`config.mk`:
```
export PLATFORM = sky130hd
export DESIGN_NAME = uart_gpio_bridge
export DESIGN_NICKNAME = d
export VERILOG_FILES = /design/src/rtl/uart_bridge_pkg.sv /design/src/rtl/async_receiver.sv /design/src/rtl/async_transmitter.sv /design/src/rtl/uart_bridge_fsm.sv /design/src/rtl/uart_gpio_bridge.sv
export SDC_FILE = /design/constraint.sdc
export NUM_CORES = 1
export LEC_CHECK = 0
export CELL_PAD_IN_SITES_DETAIL_PLACEMENT = 1
export CELL_PAD_IN_SITES_GLOBAL_PLACEMENT = 1
export CORE_MARGIN = 2
export CORE_UTILIZATION = 38
export CTS_CLUSTER_SIZE = 40
export DETAILED_ROUTE_END_ITERATION = 10
export HOLD_SLACK_MARGIN = 0.06
export PLACE_DENSITY = 0.85
export SYNTH_ARGS = -nofsm -noshare
export SYNTH_HDL_FRONTEND = slang
export SYNTH_SLANG_ARGS = --single-unit
```
`constraint.sdc`:
```
create_clock -name clk -period 2.15 [get_ports clk]
set_input_delay 0.215 -clock clk [delete_from_list [all_inputs] [get_ports clk]]
set_output_delay 0.215 -clock clk [all_outputs]
set_load 0.01 [all_outputs]
```
`src/rtl/uart_bridge_pkg.sv`:
```
// Shared encodings for the UART GPIO bridge: FSM states, command byte fields, reply constants.
// Purely declarative; no latency or flow-control behaviour of its own.
package uart_bridge_pkg;

    typedef enum logic [1:0] {
        IDLE      = 2'd0,
        WAIT_DATA = 2'd1,
        SEND      = 2'd2,
        WAIT_TX   = 2'd3
    } state_t;

    localparam int W_BIT   = 7;
    localparam int RSV_MSB = 6;
    localparam int RSV_LSB = 4;
    localparam int IDX_MSB = 3;
    localparam int IDX_LSB = 0;

    localparam logic [7:0] ERR_BYTE = 8'hEE;

    function automatic logic cmd_valid(input logic [7:0] cmd, input int num_ports);
        return (cmd[RSV_MSB:RSV_LSB] == 3'b000) && (int'(cmd[IDX_MSB:IDX_LSB]) < num_ports);
    endfunction

endpackage

```
`src/rtl/async_receiver.sv`:
```
// UART 8N1 receiver: RxD_data_ready pulses one cycle at mid stop bit, RxD_data holds until the next byte.
// No backpressure: a byte not taken on its strobe is lost by the consumer.
module async_receiver #(
    parameter int CLK_FREQ = 25000000,
    parameter int BAUD     = 115200
) (
    input  logic       clk,
    input  logic       RxD,
    output logic       RxD_data_ready,
    output logic [7:0] RxD_data
);
    localparam int DIV = CLK_FREQ / BAUD;
    localparam int CW  = $clog2(DIV);

    logic [1:0]    r_sync     = 2'b11;
    logic          r_active   = 1'b0;
    logic [3:0]    r_bit_cnt  = 4'd0;
    logic [CW-1:0] r_baud_cnt = '0;
    logic [7:0]    r_data     = 8'h00;
    logic          r_ready    = 1'b0;
    logic          w_rx;

    assign w_rx = r_sync[1];

    // Bit 0 is the start bit, 1..8 data LSB first, 9 the stop bit; samples land mid-bit.
    always_ff @(posedge clk) begin
        r_sync  <= {r_sync[0], RxD};
        r_ready <= 1'b0;
        if (!r_active) begin
            if (!w_rx) begin
                r_active   <= 1'b1;
                r_bit_cnt  <= 4'd0;
                r_baud_cnt <= CW'(DIV / 2);
            end
        end else if (r_baud_cnt == CW'(DIV - 1)) begin
            r_baud_cnt <= '0;
            if (r_bit_cnt == 4'd0) begin
                if (w_rx) r_active <= 1'b0;
                else      r_bit_cnt <= 4'd1;
            end else if (r_bit_cnt == 4'd9) begin
                r_active <= 1'b0;
                r_ready  <= w_rx;
            end else begin
                r_data    <= {w_rx, r_data[7:1]};
                r_bit_cnt <= r_bit_cnt + 4'd1;
            end
        end else begin
            r_baud_cnt <= r_baud_cnt + CW'(1);
        end
    end

    assign RxD_data_ready = r_ready;
    assign RxD_data       = r_data;
endmodule

```
`src/rtl/async_transmitter.sv`:
```
// UART 8N1 transmitter; TxD_busy rises the cycle after an accepted TxD_start and spans start..stop plus one idle bit.
// TxD_start while busy is ignored, so callers must wait for TxD_busy low.
module async_transmitter #(
    parameter int CLK_FREQ = 25000000,
    parameter int BAUD     = 115200
) (
    input  logic       clk,
    input  logic       TxD_start,
    input  logic [7:0] TxD_data,
    output logic       TxD,
    output logic       TxD_busy
);
    localparam int DIV = CLK_FREQ / BAUD;
    localparam int CW  = $clog2(DIV);

    logic          r_active   = 1'b0;
    logic [3:0]    r_bit_cnt  = 4'd0;
    logic [CW-1:0] r_baud_cnt = '0;
    logic [9:0]    r_shift    = 10'h3FF;

    // The trailing idle bit period gives the receiving side slack between frames.
    always_ff @(posedge clk) begin
        if (!r_active) begin
            if (TxD_start) begin
                r_active   <= 1'b1;
                r_shift    <= {1'b1, TxD_data, 1'b0};
                r_bit_cnt  <= 4'd0;
                r_baud_cnt <= '0;
            end
        end else if (r_baud_cnt == CW'(DIV - 1)) begin
            r_baud_cnt <= '0;
            r_shift    <= {1'b1, r_shift[9:1]};
            if (r_bit_cnt == 4'd10) r_active  <= 1'b0;
            else                    r_bit_cnt <= r_bit_cnt + 4'd1;
        end else begin
            r_baud_cnt <= r_baud_cnt + CW'(1);
        end
    end

    assign TxD      = r_active ? r_shift[0] : 1'b1;
    assign TxD_busy = r_active;
endmodule

```
`src/rtl/uart_bridge_fsm.sv`:
```
// Command FSM and GPout registers; GPout updates 1 clk after the data strobe, a byte received while replying is dropped.
// Optional WAIT_DATA timeout under UART_BRIDGE_TIMEOUT_EN; replies wait for the transmitter to go idle.
module uart_bridge_fsm
    import uart_bridge_pkg::*;
#(
    parameter int         NUM_PORTS = 4,
    parameter logic [7:0] GP_RESET  = 8'h00
`ifdef UART_BRIDGE_TIMEOUT_EN
    ,
    parameter int         TIMEOUT_CYCLES = 2500000
`endif
) (
    input  logic                   clk,
    input  logic                   rst,
    input  logic                   i_rx_vld,
    input  logic [7:0]             i_rx_dat,
    input  logic                   i_tx_busy,
    output logic                   o_tx_start,
    output logic [7:0]             o_tx_dat,
    input  logic [8*NUM_PORTS-1:0] i_gp_in,
    output logic [8*NUM_PORTS-1:0] o_gp_out,
    output logic                   o_cmd_err,
    output logic                   o_rx_overrun
);
    state_t                 r_state, w_state_nxt;
    logic [3:0]             r_idx;
    logic [7:0]             r_reply;
    logic                   r_tx_start, r_cmd_err, r_rx_overrun;
    logic [8*NUM_PORTS-1:0] r_gp_out;

    logic       w_cmd_err, w_overrun, w_reply_ld, w_gp_wr, w_idx_ld, w_tx_start;
    logic [7:0] w_reply_nxt, w_gp_sel;

`ifdef UART_BRIDGE_TIMEOUT_EN
    logic [31:0] r_to_cnt;

    always_ff @(posedge clk) begin
        if (rst || r_state != WAIT_DATA) r_to_cnt <= '0;
        else                             r_to_cnt <= r_to_cnt + 32'd1;
    end
`endif

    always_comb begin
        w_gp_sel = 8'h00;
        for (int p = 0; p < NUM_PORTS; p++)
            if (i_rx_dat[IDX_MSB:IDX_LSB] == p[3:0]) w_gp_sel = i_gp_in[p*8 +: 8];
    end

    always_ff @(posedge clk) begin
        if (rst) r_state <= IDLE;
        else     r_state <= w_state_nxt;
    end

    always_comb begin
        w_state_nxt = r_state;
        w_cmd_err   = 1'b0;
        w_overrun   = 1'b0;
        w_reply_ld  = 1'b0;
        w_reply_nxt = r_reply;
        w_gp_wr     = 1'b0;
        w_idx_ld    = 1'b0;
        w_tx_start  = 1'b0;
        case (r_state)
            IDLE: if (i_rx_vld) begin
                if (!cmd_valid(i_rx_dat, NUM_PORTS)) begin
                    w_reply_nxt = ERR_BYTE;
                    w_reply_ld  = 1'b1;
                    w_cmd_err   = 1'b1;
                    w_state_nxt = SEND;
                end else if (i_rx_dat[W_BIT]) begin
                    w_idx_ld    = 1'b1;
                    w_state_nxt = WAIT_DATA;
                end else begin
                    w_reply_nxt = w_gp_sel;
                    w_reply_ld  = 1'b1;
                    w_state_nxt = SEND;
                end
            end
            WAIT_DATA: if (i_rx_vld) begin
                w_gp_wr     = 1'b1;
                w_reply_nxt = i_rx_dat;
                w_reply_ld  = 1'b1;
                w_state_nxt = SEND;
            end
`ifdef UART_BRIDGE_TIMEOUT_EN
            else if (r_to_cnt == 32'(TIMEOUT_CYCLES - 1)) begin
                w_cmd_err   = 1'b1;
                w_state_nxt = IDLE;
            end
`endif
            SEND: begin
                w_overrun = i_rx_vld;
                if (!i_tx_busy) begin
                    w_tx_start  = 1'b1;
                    w_state_nxt = WAIT_TX;
                end
            end
            // Busy only rises the cycle after the registered start reaches the transmitter.
            WAIT_TX: begin
                w_overrun = i_rx_vld;
                if (!r_tx_start && !i_tx_busy) w_state_nxt = IDLE;
            end
            default: w_state_nxt = IDLE;
        endcase
    end

    always_ff @(posedge clk) begin
        if (rst) begin
            r_gp_out     <= {NUM_PORTS{GP_RESET}};
            r_idx        <= 4'd0;
            r_reply      <= 8'h00;
            r_tx_start   <= 1'b0;
            r_cmd_err    <= 1'b0;
            r_rx_overrun <= 1'b0;
        end else begin
            r_tx_start   <= w_tx_start;
            r_cmd_err    <= w_cmd_err;
            r_rx_overrun <= w_overrun;
            if (w_idx_ld)   r_idx   <= i_rx_dat[IDX_MSB:IDX_LSB];
            if (w_reply_ld) r_reply <= w_reply_nxt;
            for (int p = 0; p < NUM_PORTS; p++)
                if (w_gp_wr && r_idx == p[3:0]) r_gp_out[p*8 +: 8] <= i_rx_dat;
        end
    end

    assign o_tx_start   = r_tx_start;
    assign o_tx_dat     = r_reply;
    assign o_gp_out     = r_gp_out;
    assign o_cmd_err    = r_cmd_err;
    assign o_rx_overrun = r_rx_overrun;
endmodule

```
`src/rtl/uart_gpio_bridge.sv`:
```
// Top level: UART link to NUM_PORTS GP byte ports; write reply 1 byte after the data byte, bytes arriving mid-reply are dropped.
// Defining UART_BRIDGE_TIMEOUT_EN abandons a write whose data byte does not arrive within TIMEOUT_CYCLES.
module uart_gpio_bridge
    import uart_bridge_pkg::*;
#(
    parameter int         NUM_PORTS      = 4,
    parameter int         CLK_FREQ       = 25000000,
    parameter int         BAUD           = 115200,
    parameter logic [7:0] GP_RESET       = 8'h00,
    parameter int         TIMEOUT_CYCLES = 2500000
) (
    input  logic                   clk,
    input  logic                   rst,
    input  logic                   RxD,
    output logic                   TxD,
    output logic [8*NUM_PORTS-1:0] GPout,
    input  logic [8*NUM_PORTS-1:0] GPin,
    output logic                   cmd_err,
    output logic                   rx_overrun
);
    logic       w_rx_rdy, w_tx_start, w_tx_busy;
    logic [7:0] w_rx_dat, w_tx_dat;

    if (NUM_PORTS < 1 || NUM_PORTS > 16 || TIMEOUT_CYCLES < 2) begin : g_bad_param
        $error("uart_gpio_bridge: NUM_PORTS must be 1..16 and TIMEOUT_CYCLES at least 2");
    end

    async_receiver #(.CLK_FREQ(CLK_FREQ), .BAUD(BAUD)) u_rx (
        .clk            (clk),
        .RxD            (RxD),
        .RxD_data_ready (w_rx_rdy),
        .RxD_data       (w_rx_dat)
    );

    async_transmitter #(.CLK_FREQ(CLK_FREQ), .BAUD(BAUD)) u_tx (
        .clk       (clk),
        .TxD_start (w_tx_start),
        .TxD_data  (w_tx_dat),
        .TxD       (TxD),
        .TxD_busy  (w_tx_busy)
    );

    uart_bridge_fsm #(
        .NUM_PORTS (NUM_PORTS),
        .GP_RESET  (GP_RESET)
`ifdef UART_BRIDGE_TIMEOUT_EN
        ,
        .TIMEOUT_CYCLES (TIMEOUT_CYCLES)
`endif
    ) u_fsm (
        .clk          (clk),
        .rst          (rst),
        .i_rx_vld     (w_rx_rdy),
        .i_rx_dat     (w_rx_dat),
        .i_tx_busy    (w_tx_busy),
        .o_tx_start   (w_tx_start),
        .o_tx_dat     (w_tx_dat),
        .i_gp_in      (GPin),
        .o_gp_out     (GPout),
        .o_cmd_err    (cmd_err),
        .o_rx_overrun (rx_overrun)
    );
endmodule
```
---- Yosys cells after proc, flatten, opt, wreduce, memory -nomap -nowiden ----
Index checks and enable logic that the tools add are counted.
word-level totals
  bits in registers ....................... 96
  input port bits ......................... 35
  output and inout bits ................... 35
  logic and storage cells ................. 140
operators by class
  add/subtract/negate cells ............... 4
  magnitude comparators ................... 1
  eq/ne operators ......................... 24
  mux-type cells .......................... 57
  bitwise logic cells ..................... 8
  reduce and logical (&&, ||, !) cells .... 26
operator list
  operator                                                                       number
  8-bit two-way mux                                                              14
  4-bit two-way mux                                                              10
  10-bit two-way mux                                                             3
  1-bit two-way mux                                                              21
  8-bit by 1-bit adder with 8-bit output (second input constant)                 2
  4-bit by 2-bit == test with 1-bit output (second input constant)               4
  8-bit == test (second input constant)                                          2
  2-bit != test (second input constant)                                          8
  8-bit case mux with 2 select lines                                             1
  4-bit zero test                                                                3
  2-bit two-way mux                                                              6
  4-bit AND reduction                                                            3
  4-bit by 1-bit adder with 4-bit output (second input constant)                 2
  4-bit by 1-bit == test with 1-bit output (second input constant)               2
  4-bit == test (second input constant)                                          2
  1-bit inverter                                                                 8
  2-bit case mux with 4 select lines                                             1
  1-bit logical AND                                                              6
  3-bit != test (second input constant)                                          2
  2-bit OR reduction                                                             3
  5-bit AND reduction                                                            1
  2-bit == test (second input constant)                                          2
  4-bit by 3-bit less-than comparator with 1-bit output (second input constant)  1
  2-bit nonzero test                                                             2
  other kinds (10)                                                               11

---- Logic depth before layout (Yosys ltp) ----
  word-level depth ........................ 9
  mapped depth ............................ 8
  depth with buffers taken out ............ 6

---- Cells and area by module ----
Synthesis repeated with hierarchy kept, for this count alone.
unflattened totals
  cells, all modules ...................... 396
  area, all modules ....................... 4445.5 µm²
by module, submodules not included
  module             times used  cells an instance  area each (µm²)
  uart_bridge_fsm    1           225                2229.6
  async_transmitter  1           88                 1108.6
  async_receiver     1           83                 1107.3

---- Worst setup path before layout ----
OpenSTA, ideal clock, no wires.
  kind .................................... reg2reg
  start ................................... register u_rx.r_data[3], in the netlist u_rx.RxD_data[3]
  end ..................................... register u_fsm.r_reply[0], in the netlist u_fsm.o_tx_dat[0]
  data arrival time ....................... 1966 ps
  slack ................................... 93 ps
  stages on the path, launching flop included .. 6
  buffers on the path ..................... 1
  clock period less this slack ............ 2057 ps
  path through ............................ edfxtp_1 -> buf_6 -> or4_4 -> or3_4 -> or3_1 -> a311oi_1
on the way
  longest elaborated chain between the ends .. 9
  elaborated cells on any way between the ends .. 19
  those cells by class .................... order compare: 1; eq/ne: 4; mux: 11; reduce/logical: 3
ends and longest elaborated chain
  what                                line                    RTL
  from (decl)                         async_receiver.sv:19    logic [7:0] r_data = 8'h00;
  from (signal assigned)              async_receiver.sv:44    r_data <= {w_rx, r_data[7:1]};
  4-bit zero test                     uart_bridge_fsm.sv:46   if (i_rx_dat[IDX_MSB:IDX_LSB] == p[3:0]) w_gp_sel = i_gp_in[p*8 +: 8];
  8-bit two-way mux (4 in a row)      uart_bridge_fsm.sv:46
  8-bit two-way mux                   uart_bridge_fsm.sv:70   end else if (i_rx_dat[W_BIT]) begin
  8-bit two-way mux                   uart_bridge_fsm.sv:65   if (!cmd_valid(i_rx_dat, NUM_PORTS)) begin
  8-bit two-way mux                   uart_bridge_fsm.sv:64   IDLE: if (i_rx_vld) begin
  8-bit case mux with 2 select lines  uart_bridge_fsm.sv:63   case (r_state)
  to (signal assigned)                uart_bridge_fsm.sv:120  if (w_reply_ld) r_reply <= w_reply_nxt;
  to (decl)                           uart_bridge_fsm.sv:27   logic [7:0] r_reply;
Parallel ways exist; a longest one is shown, timed or not. The select of a mux whose other input is x is not followed.
A chain may end at the register's enable or synchronous reset.

---- Final worst setup path ----
  start ................................... register u_rx.r_data[2], in the netlist u_rx.RxD_data[2]
  end ..................................... register u_fsm.r_reply[0], in the netlist u_fsm.o_tx_dat[0]
Same word-level chain as after synthesis.

==> impl_metrics.ini <==
[status]
run_status = completed

[placed_design]
hpwl_mm = 8.23
dpl_cell_area_mm2 = 0.00524
place_ws_ps = 57.2
portBuffers = 69
dp.cells = 613
globalplace.congestion = 0.773

[sta]
fin_skew_ps = 10.1
max_freq_mhz = 483
max_slew_margin_pct = 62.4
holdWs_ps = 317
finalHoldViolations = 0
tns_ps = 0
worst_slew_pin_slew_ps = 562
setup_ws_ps = 78.6
period_minus_slack_ps = 2070
final-max-slew-violation-count = 0
finalSetupViolations = 0
fin_crit_sh_pct = 96.3
rsz0062_at_grt = no

[clocking]
cts_tree = yes
cts_hold_buffers = 0
cts_root_buf = clkbuf_16
clk_pin_slew_ps = 60
clock_path_buffers = 2
cts_sinks = 95
cts_buffers = 9
insertion_delay_ps = 350
h-tree-depth = 3

[yosys]
ys_ff_latch = 95
async_reset_ff_share_pct = 0
netlist_area_mm2 = 0.00435
ys.warnings.count = 0
synth_fp_nets = 447
synth_edf_count = 41
synth_cells = 399
syn_area_per_cell_um2 = 10.9
yosysSeqAreaShare_pct = 53.2
synth_cell_types = 54
synth_ff_type = dfxtp_1

[floorplanning]
initial_utilization_pct = 38.6
rows = 39
die_x_um = 111
pin_count = 70
dieArea_mm2 = 0.0123
coreArea_mm2 = 0.0113
die_h_um = 111

[worst_hold_path]
worstHoldStart = RxD
hold_path_class = in -> reg

[drt]
vias = 3306
routed_via_density = 5.26
wl_mm = 11.2
drcViolationCount = 0
dr.pass1.iters = 4
ant_nets = 0
drtIter0Drc = 186
wl_per_cell_um = 17.8

[grt]
gr-total-overflow = 0
track_usage_pct = 19.2
grt_pass1_wl_mm = 18.7
grt_pass1_vias = 3515
antenna_found_initial = 0
grt_max_degree = 35

[job]
drv_cap = 0

[cells_and_area]
mostFrequentLayoutCells = clkdlybuf4s50_1, dfxtp_1, nor2_1
final_common_cell = clkdlybuf4s50_1
finalNetCount = 529
diodes = 0
syn_to_final_growth_pct = 28.0
drive_gt1_share_pct = 12.1
design_area_mm2 = 0.00557
seqCellArea_mm2 = 0.00231
fin_util_pct = 49.4
fill_cells = 1243
multi_input_area_mm2 = 0.00186
instances_no_fill = 629

[critical_path]
start_kind = register
worstPathMaxFanout = 6
r2r-start = u_rx.RxD_data[2]
path_class = reg -> reg
cp-end-kind = register
cp.arrival_ps = 2330
crit_path_start = u_rx.RxD_data[2]
crit_required_ps = 2400

[pwr]
leakagePower_nw = 2.16
total_power_mw = 5.18
p_per_area_mw_per_mm2 = 930
peakVddDrop_v = 0.000442
## routing by layer
| metal | global-route usage [%] | share of wire, % | up-vias |
|---|---|---|---|
| li1 | - | - | 1583 |
| met1 | 24.2 | 43 | 1646 |
| met2 | 33.0 | 52 | 63 |
| met3 | 4.21 | 3.6 | 14 |
| met4 | 6.08 | 1.4 | 0 |
| met5 | 0 | 0 | - |
## cell families after synthesis
logic type                 count (synthesis)  synth area share [%]
muxes                                     40                  10.3
DFF                                       95                  53.2
adders and majority gates                 13                  3.74
xor gates and xnor gates                  14                  2.82
and+or+nand+nor                          148                  17.2
buffers and inverters                     32                  4.29
AOI/OAI and AO/OA                         57                  8.52
## cells in the mapped netlist (all sizes together) (3+ instances only)
| cell | count | area, um^2 |
|---|---|---|
| and3 | 6 | 37.5 |
| a211oi | 5 | 37.5 |
| edfxtp | 41 | 1230 |
| clkbuf | 16 | 90.1 |
| mux4 | 3 | 67.6 |
| o221ai | 4 | 35.0 |
| and2 | 5 | 31.3 |
| or2 | 3 | 18.8 |
| xnor2 | 6 | 52.6 |
| dfxtp | 54 | 1080 |
| a21o | 3 | 22.5 |
| inv | 13 | 48.8 |
| o22ai | 4 | 25.0 |
| nand2b | 5 | 31.3 |
| or3 | 7 | 50.1 |
| o21ai | 9 | 45.0 |
| nand3 | 20 | 100 |
| nor3b | 5 | 37.5 |
| a21oi | 20 | 104 |
| nand2 | 30 | 113 |
| ha | 13 | 163 |
| nor2 | 48 | 180 |
| nor2b | 3 | 18.8 |
| mux2i | 30 | 300 |
| mux2 | 7 | 78.8 |
| xor2 | 8 | 70.1 |
## flip-flops by register name (all words and copies together) (netlist names), 2 cells and up
register         cells
u_rx.RxD_data        8
u_tx.r_shift         9
u_fsm.r_idx          4
u_rx.r_bit_cnt       4
u_fsm.o_gp_out      32
u_rx.r_sync          2
u_tx.r_baud_cnt      8
u_fsm.o_tx_dat       8
u_rx.r_baud_cnt      8
u_tx.r_bit_cnt       4
u_fsm.r_state        2
## path summary, 6_finish.rpt
path                        to  slack [ps]  cells after the start
min reg2reg     u_rx.r_sync[1]         340                      0
min             u_rx.r_sync[0]         320                      1
max reg2reg  u_fsm.o_tx_dat[0]          80                      4
max          u_fsm.o_tx_dat[0]          80                      4
## worst max-delay path: stages, from the launching register on
cell      delay, ps
edfxtp_1        400
or4_4           550
or3_4           370
or3_1           390
a311oi_1        260
## cell type report
type | instances | area share [%]
sequential | 95 | 41.5
timing repair buffer | 90 | 15.2
inverter | 13 | 0.877
clock inverter | 3 | 0.405
multi-input combinational | 272 | 33.5
clock buffer | 13 | 5.26
tap | 143 | 3.21
## power by group
group / switching [mW] / internal [mW] / leakage, nW
Sequential: 0.227 / 2.27 / 0.835
Clock: 0.685 / 0.960 / 0.156
Combinational: 0.539 / 0.493 / 1.17
## repair_timing
item | in CTS | in global routing
setup endpoints to repair | 0 | 17
resized for setup | 0 | 3
buffers inserted | 0 | 0
Power figures use the tool's default switching activity.
